`src/rtl/logic_unit_arbiter.sv`:
```
// Two-requester round-robin front end for a shared bitwise logic unit.
// One registered result slot with valid/ready backpressure.
module logic_unit_arbiter #(
   parameter int WIDTH = 32
) (
   input  logic             clk,
   input  logic             rst,
   input  logic             req0_valid,
   output logic             req0_ready,
   input  logic [WIDTH-1:0] req0_a,
   input  logic [WIDTH-1:0] req0_b,
   input  logic [1:0]       req0_op,
   input  logic             req1_valid,
   output logic             req1_ready,
   input  logic [WIDTH-1:0] req1_a,
   input  logic [WIDTH-1:0] req1_b,
   input  logic [1:0]       req1_op,
   output logic             res_valid,
   input  logic             res_ready,
   output logic [WIDTH-1:0] res_y,
   output logic             res_id
);

   typedef enum logic {
      EMPTY = 1'b0,
      FULL  = 1'b1
   } state_t;

   localparam logic [1:0] OP_XOR  = 2'b00;
   localparam logic [1:0] OP_AND  = 2'b01;
   localparam logic [1:0] OP_OR   = 2'b10;
   localparam logic [1:0] OP_XNOR = 2'b11;

   state_t           state_q, state_d;
   logic             prio_q, prio_d;
   logic [WIDTH-1:0] y_q, y_d;
   logic             id_q, id_d;

   logic             slot_free;
   logic             grant0, grant1;
   logic             accept;
   logic [WIDTH-1:0] sel_a, sel_b;
   logic [1:0]       sel_op;
   logic [WIDTH-1:0] lu_y;

   // Ties between two valid requesters go to the side named by prio_q.
   assign grant0 = req0_valid & (~req1_valid | ~prio_q);
   assign grant1 = req1_valid & (~req0_valid |  prio_q);

   assign slot_free  = (state_q == EMPTY) | res_ready;
   assign req0_ready = slot_free & grant0 & ~rst;
   assign req1_ready = slot_free & grant1 & ~rst;
   assign accept     = req0_ready | req1_ready;

   always_comb begin
      sel_a  = req0_a;
      sel_b  = req0_b;
      sel_op = req0_op;
      if (req1_ready) begin
         sel_a  = req1_a;
         sel_b  = req1_b;
         sel_op = req1_op;
      end
   end

   always_comb begin
      lu_y = '0;
      unique case (sel_op)
         OP_XOR:  lu_y = sel_a ^ sel_b;
         OP_AND:  lu_y = sel_a & sel_b;
         OP_OR:   lu_y = sel_a | sel_b;
         OP_XNOR: lu_y = ~(sel_a ^ sel_b);
      endcase
   end

   always_ff @(posedge clk) begin
      if (rst) begin
         state_q <= EMPTY;
         prio_q  <= 1'b0;
         y_q     <= '0;
         id_q    <= 1'b0;
      end else begin
         state_q <= state_d;
         prio_q  <= prio_d;
         y_q     <= y_d;
         id_q    <= id_d;
      end
   end

   always_comb begin
      state_d = state_q;
      unique case (state_q)
         EMPTY: if (accept) state_d = FULL;
         FULL:  if (res_ready && !accept) state_d = EMPTY;
      endcase
   end

   always_comb begin
      prio_d = prio_q;
      y_d    = y_q;
      id_d   = id_q;
      if (accept) begin
         prio_d = ~req1_ready;
         y_d    = lu_y;
         id_d   = req1_ready;
      end
   end

   always_comb begin
      res_valid = (state_q == FULL);
      res_y     = y_q;
      res_id    = id_q;
   end

endmodule

```
`config.mk`:
```
export PLATFORM = sky130hd
export DESIGN_NAME = logic_unit_arbiter
export DESIGN_NICKNAME = d
export VERILOG_FILES = /design/src/rtl/logic_unit_arbiter.sv
export SDC_FILE = /design/constraint.sdc
export NUM_CORES = 1
export LEC_CHECK = 0
export ABC_CLOCK_PERIOD_IN_PS = 3480
export BUFFER_PORTS_ARGS = -buffer_cell sky130_fd_sc_hd__buf_4
export CAP_MARGIN = 10
export CORE_MARGIN = 2
export CORE_UTILIZATION = 50
export CTS_CLUSTER_DIAMETER = 50
export DETAILED_ROUTE_END_ITERATION = 8
export GPL_TIMING_DRIVEN = 0
export MAX_ROUTING_LAYER = met4
export PLACE_DENSITY_LB_ADDON = 0.2
export SYNTH_ARGS = -nofsm -noshare
export SYNTH_HDL_FRONTEND = slang
export SYNTH_SLANG_ARGS = --single-unit
```
`constraint.sdc`:
```
create_clock -name clk -period 3.48 [get_ports clk]
set_clock_uncertainty 0.1 [all_clocks]
set_input_delay 0.348 -clock clk [delete_from_list [all_inputs] [get_ports clk]]
set_output_delay 0.348 -clock clk [all_outputs]
set_load 0.02 [all_outputs]
```
# After elaboration in Yosys (flattened, before gate mapping)
# Cells that the tools add are included.
[totals]
register_bits = 35
in_bits = 137
[classes]
n_eq_ne = 3
muxes = 7
bitwise_logic = 20
n_reduce_logical = 3
[ops]
columns = ["operator", "n"]
rows = [
  ["one-hot mux 32 bit (4 select lines)", 1],
  ["2-to-1 mux 32 bit", 2],
  ["bitwise AND 32 bit", 1],
  ["inverter 32 bit", 1],
  ["bitwise OR 32 bit", 1],
  ["bitwise XOR 32 bit", 1],
  ["bitwise AND 1 bit", 6],
  ["inverter 1 bit", 6],
  ["== test 2 bit, second input constant", 2],
  ["bitwise OR 1 bit", 4],
  ["== test 2 x 1 -> 1 bit, second input constant", 1],
  ["zero test 2 bit", 1],
  ["2-to-1 mux 1 bit", 2],
  ["2-to-1 mux 2 bit", 1],
  ["one-hot mux 1 bit (2 select lines)", 1],
  ["logical AND 1 bit", 1],
  ["zero test 1 bit", 1],
]

# Longest topological paths before layout
# Gate-level depths: netlist of the first run.
[depth]
depth_word = 10
mapped_depth = 11
depth_no_buf = 8

# Worst setup path before layout of the first run
# No wires, ideal clock.
[synth_path]
kind = "register -> register"
start = "register state_q (netlist: res_valid)"
end = "register y_q[4] (netlist: res_y[4])"
setup_ps = 139
t_arrival_ps = 2378
required_time_ps = 3241
setup_slack_ps = 864
stages_incl_launch_ff = 11
path_buffers = 3
path_cell_list = "dfxtp_1 > nand2b_1 > and4b_1 > buf_6 > buf_2 > buf_2 > mux2_2 > ha_1 > mux2i_1 > a221oi_1 > o21ai_1"
[synth_via]
elab_chain_cells = 8
[synth_lines]
columns = ["element", "line_no", "source"]
rows = [
  ["from (decl)", "34", "state_t state_q, state_d;"],
  ["from (signal assigned)", "83", "state_q <= state_d;"],
  ["inverter 1 bit *", "-", ""],
  ["bitwise OR 1 bit *", "50", "assign slot_free = (state_q == EMPTY) | res_ready;"],
  ["bitwise AND 1 bit (2 in a row)", "52", "assign req1_ready = slot_free & grant1 & ~rst;"],
  ["2-to-1 mux 32 bit", "59", "if (req1_ready) begin"],
  ["bitwise XOR 32 bit", "69, 72", ""],
  ["inverter 32 bit", "72", "OP_XNOR: lu_y = ~(sel_a ^ sel_b);"],
  ["one-hot mux 32 bit (4 select lines)", "68", "unique case (sel_op)"],
  ["to (signal assigned)", "85", "y_q <= y_d;"],
  ["to (decl)", "36", "logic [WIDTH-1:0] y_q, y_d;"],
]
# Mark *: on every way between the ends. The rest lies on a longest branch, timed or not.
# A chain may end at the register's enable or synchronous reset.

# Final worst setup path of the first run
[layout_path]
start = "register state_q (netlist: res_valid)"
end = "register y_q[25] (netlist: res_y[25])"
# Same word-level chain as after synthesis.

==> results of run 1 <==
[worst max-delay path, cell delays in order, from the launching register on]
cell	delay, ns
dfxtp_1	0.31
nand2b_1	0.17
and4b_1	0.24
buf_6	0.14
buf_2	0.26
buf_2	0.32
mux2_2	0.40
ha_1	0.34
mux2i_1	0.13
a221oi_1	0.30
o21ai_1	0.09
[cells in the final DEF (no fill, tap or decap), types with 15 or more instances in the layout]
| cell | count |
|---|---|
| a21oi_1 | 17 |
| inv_1 | 64 |
| o21ai_0 | 42 |
| dfxtp_1 | 35 |
| a221oi_1 | 15 |
| nand2_1 | 34 |
| ha_1 | 64 |
| a211oi_1 | 15 |
| mux2_2 | 64 |
| mux2i_1 | 34 |
| o21ai_1 | 42 |
| buf_4 | 175 |
[layer usage]
metal	part of all wire, %	vias up	wire length, µm
met2	51	171	6240
met3	8.0	22	967
met5	0	-	0
li1	-	2083	-
met1	39	2009	4700
met4	1.9	0	236
[cell type report]
class | instances | area (µm²)
inverter | 64 | 240
tap | 105 | 131
timing repair buffer | 172 | 1290
multi-input combinational | 356 | 3010
sequential | 35 | 701
buffer | 33 | 213
clock buffer | 6 | 72.6
fill | 677 | 2470
[power groups by stage]
stage               Combinational [mW]  Sequential (mW)  Clock (mW)
floorplan                        0.480            0.574           0
global placement                 0.847            0.503           0
detailed placement               0.882            0.505           0
CTS                              0.886            0.496       0.293
global route                     0.973            0.503       0.310
finish                           0.888            0.496       0.290
[worst min-delay path by stage]
stage               startpoint        end  slack, ns
CTS                        rst  res_valid       0.15
global route               rst  res_valid       0.15
finish                     rst  res_valid       0.15
detailed placement   res_y[22]  res_y[22]       0.34
global placement      res_y[0]   res_y[0]       0.33
floorplan                  rst  res_valid       0.32
[registers in the layout, summed over array words and instances, names as in the netlist]
| name | cells |
|---|---|
| prio_q | 1 |
| res_id | 1 |
| res_valid | 1 |
| res_y | 32 |
[logic make-up after synthesis]
family / after synthesis / share of synthesized area [%]
buffers and inverters: 97 / 10.9
AOI/OAI and AO/OA: 150 / 22.7
and+or+nand+nor: 42 / 4.21
adders and majority gates: 64 / 19.2
DFF: 35 / 16.8
muxes: 100 / 26.2
==> flow_results.org, run 1 <==
** Clock network
- Clock network latency to the later pin of the worst-skew pair :: 0.29 ns
- Counting every sink on the clock net gives 35.
- TritonCTS built the clock tree.
- After clock tree synthesis, the setup repair step added 0 buffers.
- After clock tree synthesis, the clock-pin slew on the worst setup and hold paths is 0.07 ns.
- Number of levels the H-tree was split into :: 2
- Counting along the longest clock path gives a buffer depth of 2.
- Hold repair after CTS inserted 0 buffers.
- Clock root buffer :: clkbuf_8
- CTS buffer count :: 5
- CTS resizes :: 0

** Yosys
- Of the synthesized area, sequential elements account for between 10% and 20%.
- Post-Syn Area per Cell :: 8.53 µm²
- The synthesized netlist contains 26 unique library cells.
- Share of synthesized registers carrying an async set or reset :: 0%
- Ranked by instance count, the synthesized netlist is headed by ha_1, inv_1, mux2_2.
- The number of nets in the synthesized netlist is 689.
- Synth Register Bits :: 35
- Post-synth top area share :: 19.2%
- In the synthesized netlist, the number of instances is between 400 and 500.
- Sorting the synthesized cells by area gives the leading types as ha_1, mux2_2, dfxtp_1.
- The cell area that synthesis handed to floorplanning was between 4000 and 5000 µm².
- In this run, synthesis inferred 0 flip-flops with an integrated enable.
- The synthesized design spends more area on one cell type than any other, namely ha_1.
- Among all flip-flop cells after synthesis, the most frequent one is dfxtp_1.
- For this run, the number of Yosys warnings is 0.

** Floorplan
- between 150 and 200 I/O pins were placed.
- Total Die Area :: 9070 µm²
- Placeable Area :: 8130 µm²
- The initial utilization of the core area, before any placement, comes to approximately half.
- Vertical die dimension :: roughly 95 µm
- The floorplan has 33 rows.
- In this run the horizontal extent of the chip is 95.3 µm.

** Global routing
- Overflow left after global routing :: 0
- The initial antenna violation count was 0.
- Global routing met3 resource utilization :: 4.82%
- Overall Global Routing Usage :: 27.7%
- Pin count of the biggest net entering global routing :: 11
- The first global-routing pass estimated 19.3 mm of wire.
- The via count of the first global-routing pass is 4241.
- For met2 alone, demand over resource in global routing was 48.5%.
- In this run the most used layer during global routing was met2.
- Met1 demand-to-capacity share in global routing :: a little under a third

** Setup path
- Along the worst path, the maximum fanout reaches 10.
- In this run the critical register-to-register path is captured at res_y[25].
- Launching element of the worst setup path :: res_valid
- The worst setup path is captured at a flop.
- Critical Path RT :: 3.54 ns
- Setup slack on the worst flop-to-flop path :: 0.52 ns
- Worst setup path category :: flop to flop
- Crit Reg-Reg Startpoint :: res_valid
- Following the worst setup path forward leads to its endpoint at res_y[25].
- Length in cells of the worst reg-to-reg path :: 10
- Kind of launch point of the worst setup path :: flop
- Data arrival at the endpoint of the critical path :: 3.02 ns

** Layout
- Excluding fillers, the count of instances in the completed layout stands at 771.
- The net count of the finished layout is 868.
- Cells with a size suffix above 1 make up 41.7% of the layout.
- Measured on the finished design, the core utilization comes to 69.6%.
- The repair_antennas step left the layout with diodes totalling 0.
- Summing all non-filler instances in the final layout gives an area of 5660 µm².
- Compared with the post-synthesis result, the final layout area differs by 35.9%.

** Timing
- Hold timing on the final database bottoms out at a slack of about 0.15 ns.
- In the final timing run, aggregate negative setup slack is 0 ns.
- The max-slew violation count was 0.
- Transition time of the tightest slew-check pin :: 1.10 ns
- For this run, the top clock speed supported by timing is 338 MHz.
- Setup slack of the critical path after layout :: 0.525 ns
- Crit path time final :: 2.96 ns
- Headroom to the max-slew limit came out at 26.2%.
- The number of endpoints with negative hold slack in the final report is 0.
- Setup repair after global routing left no endpoint under its margin.
- Setup violations remaining at the end of the flow were counted as 0.
- Final clock period utilization by the worst path :: 84.9%

** Pwr
- Power spread over the standard cell area amounts to 296 nW/µm².
- In this run switching power makes up 38.2% of total power.
- Overall power consumption :: roughly 1.7 mW
- The worst-case IR drop observed on VDD is 141 µV.
- Leakage :: 2.86 nW
- Sequential group share of total power :: 29.6%
- In this run the power spent charging and discharging nets is around 0.64 mW.
- Combinational logic burns 53.0% of the power.
- P_int :: 1.03 mW
- Clock Power Share :: 17.3%

** Detailed routing
- Drt first-iter violations :: 139
- Dividing the detail-routed wire length by the instance count gives about 16 µm.
- For this block, the via count after detailed routing is between 4000 and 5000.
- After detailed routing, the number of remaining DRC violations is 0.
- Dividing the detail-routed via count by the number of cells gives 5.56.
- Number of optimization iterations in the first detailed-route pass :: 5
- For this block, the routed nets add up to between 10 and 15 mm of wire.
- Antenna viol nets, final :: 0

** Placed design
- The congestion estimate from routability-driven global placement came to ~0.85.
- Placed insts :: 765
- Prior to clock tree synthesis, the placed netlist has a worst setup slack of between 0.3 and 0.4 ns.
- Buffers placed on the I/O ports in this run total between 150 and 200.
- Standard cell area after detailed placement :: 5590 µm²
- The HPWL after detailed placement is around 9.6 mm.

** Worst hold path
- Hold depth :: 2
- In this run the worst hold path is classified as input pin to flop.

** Run status
- Outcome :: finished, final reports clean

** Run
- Reported max-cap violation count :: 0
Note: power is estimated with default switching activity, not from simulation.
==> run 2: changes to the inputs <==
Settings changed: ABC_AREA set to 1, ABC_CLOCK_PERIOD_IN_PS 3480 to 2660, CORE_UTILIZATION 50 to 46.
Clock period 3.48 ns to 2.66 ns, I/O delays scaled along.
==> run 2 against run 1 <==
Synthesized cell count up 59%. Critical path depth up 2. Die area up 16%. Clock power up 34%. Global-route usage down 4.5 points. Worst hold slack worse by 0.034 ns. Routed wire length down 1.6%. Sequential cell count unchanged. Power up 19%.
==> flow_results.org, run 2 <==
** Clock network
- Buffers inserted during clock tree synthesis total 5.
- The clock drives 35 sinks.
- Clock buffer depth :: 2
- Number of setup buffers added after CTS :: 0
- The tree is rooted in a clkbuf_8.
- Clock-pin slew on the worst setup and hold paths :: 0.08 ns
- Buffers inserted to repair hold after CTS numbered 0.
- Clock network latency to the later pin of the worst-skew pair :: 0.28 ns
- TritonCTS clock tree :: done
- After clock tree synthesis, the repair step resized 0 gates.
- Number of levels the H-tree was split into :: 2

** Worst hold path
- Hold depth :: 2
- Type of the tightest min-delay check :: input pin to flop
- The startpoint identified for the worst hold timing path is rst.

** Detailed routing
- Vias after detailed routing :: 4965
- Using the TritonRoute via totals, the vias-per-cell ratio works out to 4.57.
- Antenna viol nets, final :: 0
- In this run, the number of DRC markers left after iteration 0 of detailed routing was 132.
- In the routed design, unresolved DRC markers number 0.
- In the final routed layout, each cell accounts on average for 11.0 µm.
- Total Wirelength :: 11.9 mm
- Number of optimization iterations in the first detailed-route pass :: 4

** Timing
- RSZ-0062 raised after global routing :: no
- Peak Freq :: 427 MHz
- Headroom to the max-slew limit came out at 68.9%.
- After routing, the total negative slack on setup checks comes to 0 ns.
- Max Transition Viols Final :: 0
- Crit path time final :: 2.34 ns
- Total count of hold-check failures in the final report :: 0
- Worst slack on hold paths :: 0.119 ns
- For the pin with the worst max-slew slack, the measured transition is around 0.47 ns.
- After layout, the worst path uses approximately nine tenths of the clock period.
- Setup violations remaining at the end of the flow were counted as 0.

** Floorplan
- Total Die Area :: about 11000 µm²
- In this run the count of I/O pins placed on the die edge is 173.
- The initial utilization of the core area, before any placement, comes to a little under half.
- Std-Cell Rows :: 36
- Measured along the y axis, the die boundary spans 103 µm.
- Placeable Area :: 9590 µm²
- The die is 103 µm wide.

** Global routing
- The via count of the first global-routing pass came to 4274.
- Overflow left after global routing :: 0
- Overall Global Routing Usage :: 23.1%
- Global routing used 27.5% of the available met1 tracks.
- The first global-routing pass estimated 19.1 mm of wire.
- Entering global routing, the biggest net connects 12 pins.
- The global routing stage identified its most utilized layer as met2.
- Antenna violations before repair :: 0
- Global routing consumed, on the met2 layer, about two fifths of the routing resources.
- Global routing met3 resource utilization :: 3.86%

** Setup path
- The largest single stage delay on the critical path is 0.36 ns.
- The number of cells on the worst reg-to-reg path is 12.
- The most critical setup path has its startpoint at prio_q.
- By instance count, the cell type seen most on the critical path is inv_1.
- Critical path, cell by cell :: inv_1 -> nand2_2 -> nand3_4 -> clkbuf_1 -> o21ai_0 -> ha_1 -> inv_1 -> nand3_1 -> nand2_1 -> inv_1 -> nand2_1 -> a21oi_1
- Critical Path RT :: 2.71 ns
- Kind of launch point of the worst setup path :: flop
- The largest individual stage delay along the critical path comes from the cell o21ai_0.
- Crit Reg-Reg Startpoint :: prio_q
- By startpoint and endpoint, the worst setup path is classified as flop to flop.
- Worst setup EP type :: flop
- Largest fanout on the critical path :: 19
- Data arrives at the worst endpoint at ~2.4 ns.

** Placed design
- Counting tap cells, the placed design contains a total of 1080 instances.
- Sum of net half-perimeters after detailed placement :: 9.71 mm
- Once placement finished, the instance area stood at roughly 5900 µm².
- The congestion estimate from routability-driven global placement came to roughly 0.83.
- During placement, the flow inserted port buffers numbering 171.

** Yosys
- Synth Register Bits :: 35
- In the post-synthesis netlist, the cell with the most instances is inv_1.
- Post-synth top area share :: 17.9%
- Gate count after technology mapping :: 776
- Cell types with the highest counts after synthesis :: inv_1, nand2_1, o21ai_0
- Synth warnings :: 0
- For this run, asynchronously set or reset flops after synthesis account for 0%.
- In the synthesized netlist the dominant register cell turns out to be dfxtp_1.
- The number of nets in the synthesized netlist is around 980.
- The synthesized design spends more area on one cell type than any other, namely ha_1.
- Yosys mapped a number of flops with a built-in enable equal to 0.
- Area of the mapped netlist :: roughly 4500 µm²
- Post-Syn Area per Cell :: 5.77 µm²
- Ranked by total cell area, the synthesized netlist is headed by ha_1, inv_1, dfxtp_1.
- Post-synthesis sequential area ratio :: between 10% and 20%
- Unique masters post-synth :: 21

** Layout
- Commonest non-fill, non-tap cell in the layout :: inv_1
- Post-route cell area :: 6010 µm²
- In the final layout, the share of cells above drive strength 1 is around 22%.
- Non-filler cells, final :: 1087
- Nets@finish :: 1154
- Fill cell count :: 1021
- The top cell types in the final layout, fill and taps aside, are inv_1, nand2_1, buf_4.
- Max reg flops :: 32
- Relative to the synthesized area, the layout overhead comes to 34.2%.
- N_diodes :: 0

** Pwr
- Cell internal power was estimated by the tool at 1.19 mW.
- Clock Power Share :: 19.4%
- Net switching is 40.2% of the power.
- For this design the total switching power over the nets is between 0.8 and 0.9 mW.
- Of the total power, combinational logic draws between 50% and 60%.
- IR analysis of the VDD net gives a maximum drop of 209 µV.
- Of the total power, registers draw 30.1%.
- The analysis attributes to cell leakage a power of 3.72 nW.
- Dividing total power by cell area gives a power density of 332 nW/µm².

** Run status
- Outcome :: finished, final reports clean

** Run
- Reported max-cap violation count :: 0
==> run 2: cell count changes after synthesis, moves of 11 or more <==
cell / delta
a221oi_1: -15
o21ai_1: -32
nand3_1: +63
inv_1: +144
o21ai_0: +59
clkbuf_1: +11
nor2_1: +29
mux2i_1: -34
mux2_2: -64
a211oi_1: -15
nand2_1: +145
==> run 2: routing by layer <==
metal | up-vias | wire, µm
li1 | 2692 | -
met1 | 2125 | 5330
met2 | 139 | 5730
met3 | 9 | 817
met4 | 0 | 70
met5 | - | 0
==> run 2: worst paths after layout <==
| path | to | slack, ns |
|---|---|---|
| worst max-delay path | res_y[29] | 0.32 |
| worst min-delay path | res_y[5] | 0.12 |
| worst max register to register | res_y[29] | 0.32 |
| worst min register to register | res_y[8] | 0.36 |
==> run 2: critical path: cells and delay by family (launching register included) <==
family	cells	cell delay, ns
simple gates	5	0.56
buf+inv	4	0.49
compound gates	2	0.41
flops	1	0.35
fa+ha+maj	1	0.29
==> run 2: power by group through the flow <==
stage / clock, mW / sequential, mW / combinational [mW]
finish: 0.388 / 0.601 / 1.01
global route: 0.414 / 0.608 / 1.16
CTS: 0.393 / 0.601 / 1.01
detailed placement: 0 / 0.613 / 1.01
global placement: 0 / 0.611 / 0.996
floorplan: 0 / 0.673 / 0.570
==> run 2: final cells by class <==
type,instances,area (µm²),share of cell area (%)
multi-input cells,493,2790,46.4
repair buffers,171,1280,21.4
inverters,210,791,13.2
flip-flops and latches,35,701,11.7
plain buffers,37,194,3.23
well taps,133,166,2.77
clock buffers,6,72.6,1.21
clock inverters,2,12.5,0.208
==> run 2: through the flow <==
step	util [%]	power, mW	setup slack, ns
detailed placement	61.8	1.62	-0.0724
CTS	62.7	2.01	0.00620
global placement	61.8	1.61	-0.0168
finish	62.6	2.00	0.316
global route	62.6	2.18	0.0832
floorplan	-	1.24	0.449
==> run 2: logic make-up (layout without fill, tap and decap cells) <==
| group | after synthesis | in the layout | synth area share (%) |
|---|---|---|---|
| and+or+nand+nor | 298 | 298 | 29.8 |
| buffers and inverters | 248 | 426 | 22.1 |
| AOI/OAI and AO/OA | 131 | 131 | 14.6 |
| adders and majority gates | 64 | 64 | 17.9 |
| DFF | 35 | 35 | 15.6 |
==> run 3: changes to the inputs <==
Settings changed: PLACE_DENSITY set to 0.91, PLACE_DENSITY_LB_ADDON 0.2 to unset.
==> run 3 against run 2 <==
Final cell count did not move. Sequential share of layout area barely moved. Cell area rose by 0.27%. Highest routed layer unchanged. Routed wire length rose by 3.7%. Worst hold slack got worse by 0.021 ns. Critical endpoint is now res_y[22]. Register-to-register slack barely moved. Clock power rose by 11%. Non-clock buffer count did not move. Setup slack improved by 0.0014 ns. First-iteration DRC count rose by 12%.
==> flow_results.org, run 3 (synthesized netlist as in run 2, its figures left out) <==
** Detailed routing
- Total Wirelength :: 12.4 mm
- Using the TritonRoute via totals, the vias-per-cell ratio works out to roughly 4.7.
- In the final routed layout, each cell accounts on average for 11.4 µm.
- Vias after detailed routing :: 5085
- Antenna viol nets, final :: 0
- The first TritonRoute pass finished after 5 iterations.
- DRC violation count after routing :: 0
- Drt first-iter violations :: between 100 and 150

** Setup path
- In this run the worst path has a maximum fanout of 19.
- The worst setup path is of the flop to flop kind.
- Buffer and inverter count on the worst path :: 4
- Cell type of the slowest stage on the worst timing path :: dfxtp_1
- The worst setup path is captured at a flop.
- The critical path goes through inv_1 -> nand2_2 -> nand3_4 -> clkbuf_1 -> o21ai_0 -> ha_1 -> inv_1 -> nand3_1 -> nand2_1 -> inv_1 -> nand2_1 -> a21oi_1.
- The worst setup path is launched from a flop.
- In this run the number of cells on the critical path is 12.
- STA puts the critical path data arrival time at 2.41 ns.
- For the worst setup path, the data required time is 2.72 ns.
- Maximum single-stage delay on the critical path :: 0.36 ns
- The number of cells on the worst reg-to-reg path is 12.
- Most frequent cell on the critical path :: inv_1
- Among cell families on the critical path, the largest total delay comes from simple AND/OR/NAND/NOR gates.

** Clock network
- Clock Sink Count :: 35
- TritonCTS built the clock tree.
- Clock root buffer :: clkbuf_8
- Clock tree synthesis inserted a total of 5 buffers.
- Number of setup buffers added after CTS :: 0
- After clock tree synthesis, the clock-pin slew on the worst setup and hold paths is about 0.070 ns.
- The clock reaches the later pin of the worst-skew pair after a little under 0.3 ns.
- In this run the deepest clock path goes through 2 buffers.
- Number of levels the H-tree was split into :: 2

** Layout
- Fraction of final layout cells with drive strength greater than 1 :: 22.2%
- The net count of the finished layout is 1154.
- The library cells used most frequently in the layout, excluding fill and tap cells, are inv_1, nand2_1, buf_4.
- Max reg flops :: 32
- With fillers left out, the area of the finished cells amounts to 6030 µm².
- Counting the fill cells in the layout gives 911.
- N_diodes :: 0
- Area growth from synthesis to layout :: 34.6%
- Leaving out fill and tap cells, the most frequent cell in the layout is inv_1.

** Global routing
- For this run, the total global-route usage over all layers was measured as between 20% and 30%.
- Overflow left after global routing :: 0
- The initial antenna violation count was 0.
- Number of global-route vias before repair :: 4634
- Entering global routing, the biggest net connects 20 pins.
- Wire length of the first global-routing pass :: 19.8 mm

** Timing
- Crit path time final :: 2.34 ns
- The max-slew violation count came to 0.
- Max transition margin :: 67.7%
- Final clock period utilization by the worst path :: between 80% and 90%
- Setup repair after global routing left no endpoint under its margin.
- The number of endpoints with negative hold slack in the final report is 0.
- Setup violations remaining at the end of the flow were counted as 0.
- Post-route setup TNS :: 0 ns
- Based on the critical path, the design can be clocked at up to 427 MHz.
- At the pin with the least slew margin, the transition time is 0.484 ns.

** Worst hold path
- The worst hold path passes through 2 cells.
- Type of the tightest min-delay check :: input pin to flop

** Run
- Max-cap violations in this run came to 0.

** Placed design
- Detailed placement finished with a half-perimeter wire length of 10.1 mm.
- In this run the cell area measured after placement is just under 6000 µm².
- Port buffering added 171 buffers.
- The congestion estimate from routability-driven global placement came to 0.936.

** Pwr
- Dividing total power by cell area gives a power density of 341 nW/µm².
- Peak supply drop :: 214 µV
- For this design the static power due to leakage is 3.73 nW.

** Floorplan
- The floorplan has 36 rows.
- Starting utilization of the core area :: between 40% and 50%
- Placeable Area :: 9590 µm²
- Total Die Area :: 10500 µm²
- Die extent in x :: 103 µm
- Vertical die dimension :: 103 µm
- Boundary pin count :: 173

** Run status
- The flow ran to the end, and the final reports show no timing, DRC or antenna violations.
-- run 3: changes by cell type in the layout (fill, tap and decap cells not counted) --
cell	before	now
clkbuf_1	19	18
clkbuf_8	5	7
clkbuf_2	0	1
clkinvlp_4	1	0
clkinv_2	1	0
-- run 3: metrics by stage --
stage | worst slack, ns | cells | util, % | hold WS, ns | power, mW
6_report | 0.318 | 1087 | 62.8 | 0.0986 | 2.06
5_1_grt | 0.0994 | 1087 | 62.8 | 0.109 | 2.23
2_1_floorplan | 0.449 | 776 | - | 0.378 | 1.24
3_3_place_gp | -0.109 | 1080 | 61.8 | 0.354 | 1.60
4_1_cts | 0.328 | 1087 | 62.8 | 0.107 | 2.05
3_5_place_dp | -0.134 | 1080 | 61.8 | 0.357 | 1.63
-- run 3: per-layer routing --
| layer | up-vias | GRT usage, % | share of wire (%) |
|---|---|---|---|
| met4 | 0 | 7.69 | 1.9 |
| met1 | 2206 | 26.9 | 43 |
| met2 | 164 | 43.3 | 49 |
| met3 | 24 | 4.68 | 6.5 |
| li1 | 2691 | - | - |
| met5 | - | - | 0 |
-- run 3: path summary, 6_finish.rpt --
check | start | slack (ns) | end
max | prio_q | 0.32 | res_y[22]
max reg2reg | prio_q | 0.32 | res_y[22]
min reg2reg | res_y[22] | 0.37 | res_y[22]
min | rst | 0.1 | res_y[5]
-- run 3: what timing repair did --
action / in CTS / in global routing
hold buffers: 0 / 0
endpoints found under the setup margin: 6 / 0
gates resized for setup: 1 / 0
endpoints found under the hold margin: 0 / 0
-- run 3: where the power goes --
| part | internal [mW] | switching (mW) | total, mW |
|---|---|---|---|
| clock | 0.236 | 0.196 | 0.432 |
| combinational | 0.436 | 0.585 | 1.02 |
| sequential | 0.576 | 0.0271 | 0.603 |
-- run 3: worst reg2reg max path: stages, from the launching register on --
cell and delay, ns:
dfxtp_1 0.36, inv_1 0.06, nand2_2 0.12, nand3_4 0.22
clkbuf_1 0.32, o21ai_0 0.36, ha_1 0.30, inv_1 0.07
nand3_1 0.07, nand2_1 0.07, inv_1 0.04, nand2_1 0.07
a21oi_1 0.06
-- run 3: final cells by class --
class	instances	area (µm²)	share of cell area [%]
Sequential cell	35	701	11.6
Clock buffer	8	100	1.66
Inverter	210	791	13.1
Multi-Input combinational cell	493	2790	46.3
Buffer	37	195	3.24
Timing Repair Buffer	171	1280	21.3
Tap cell	133	166	2.76
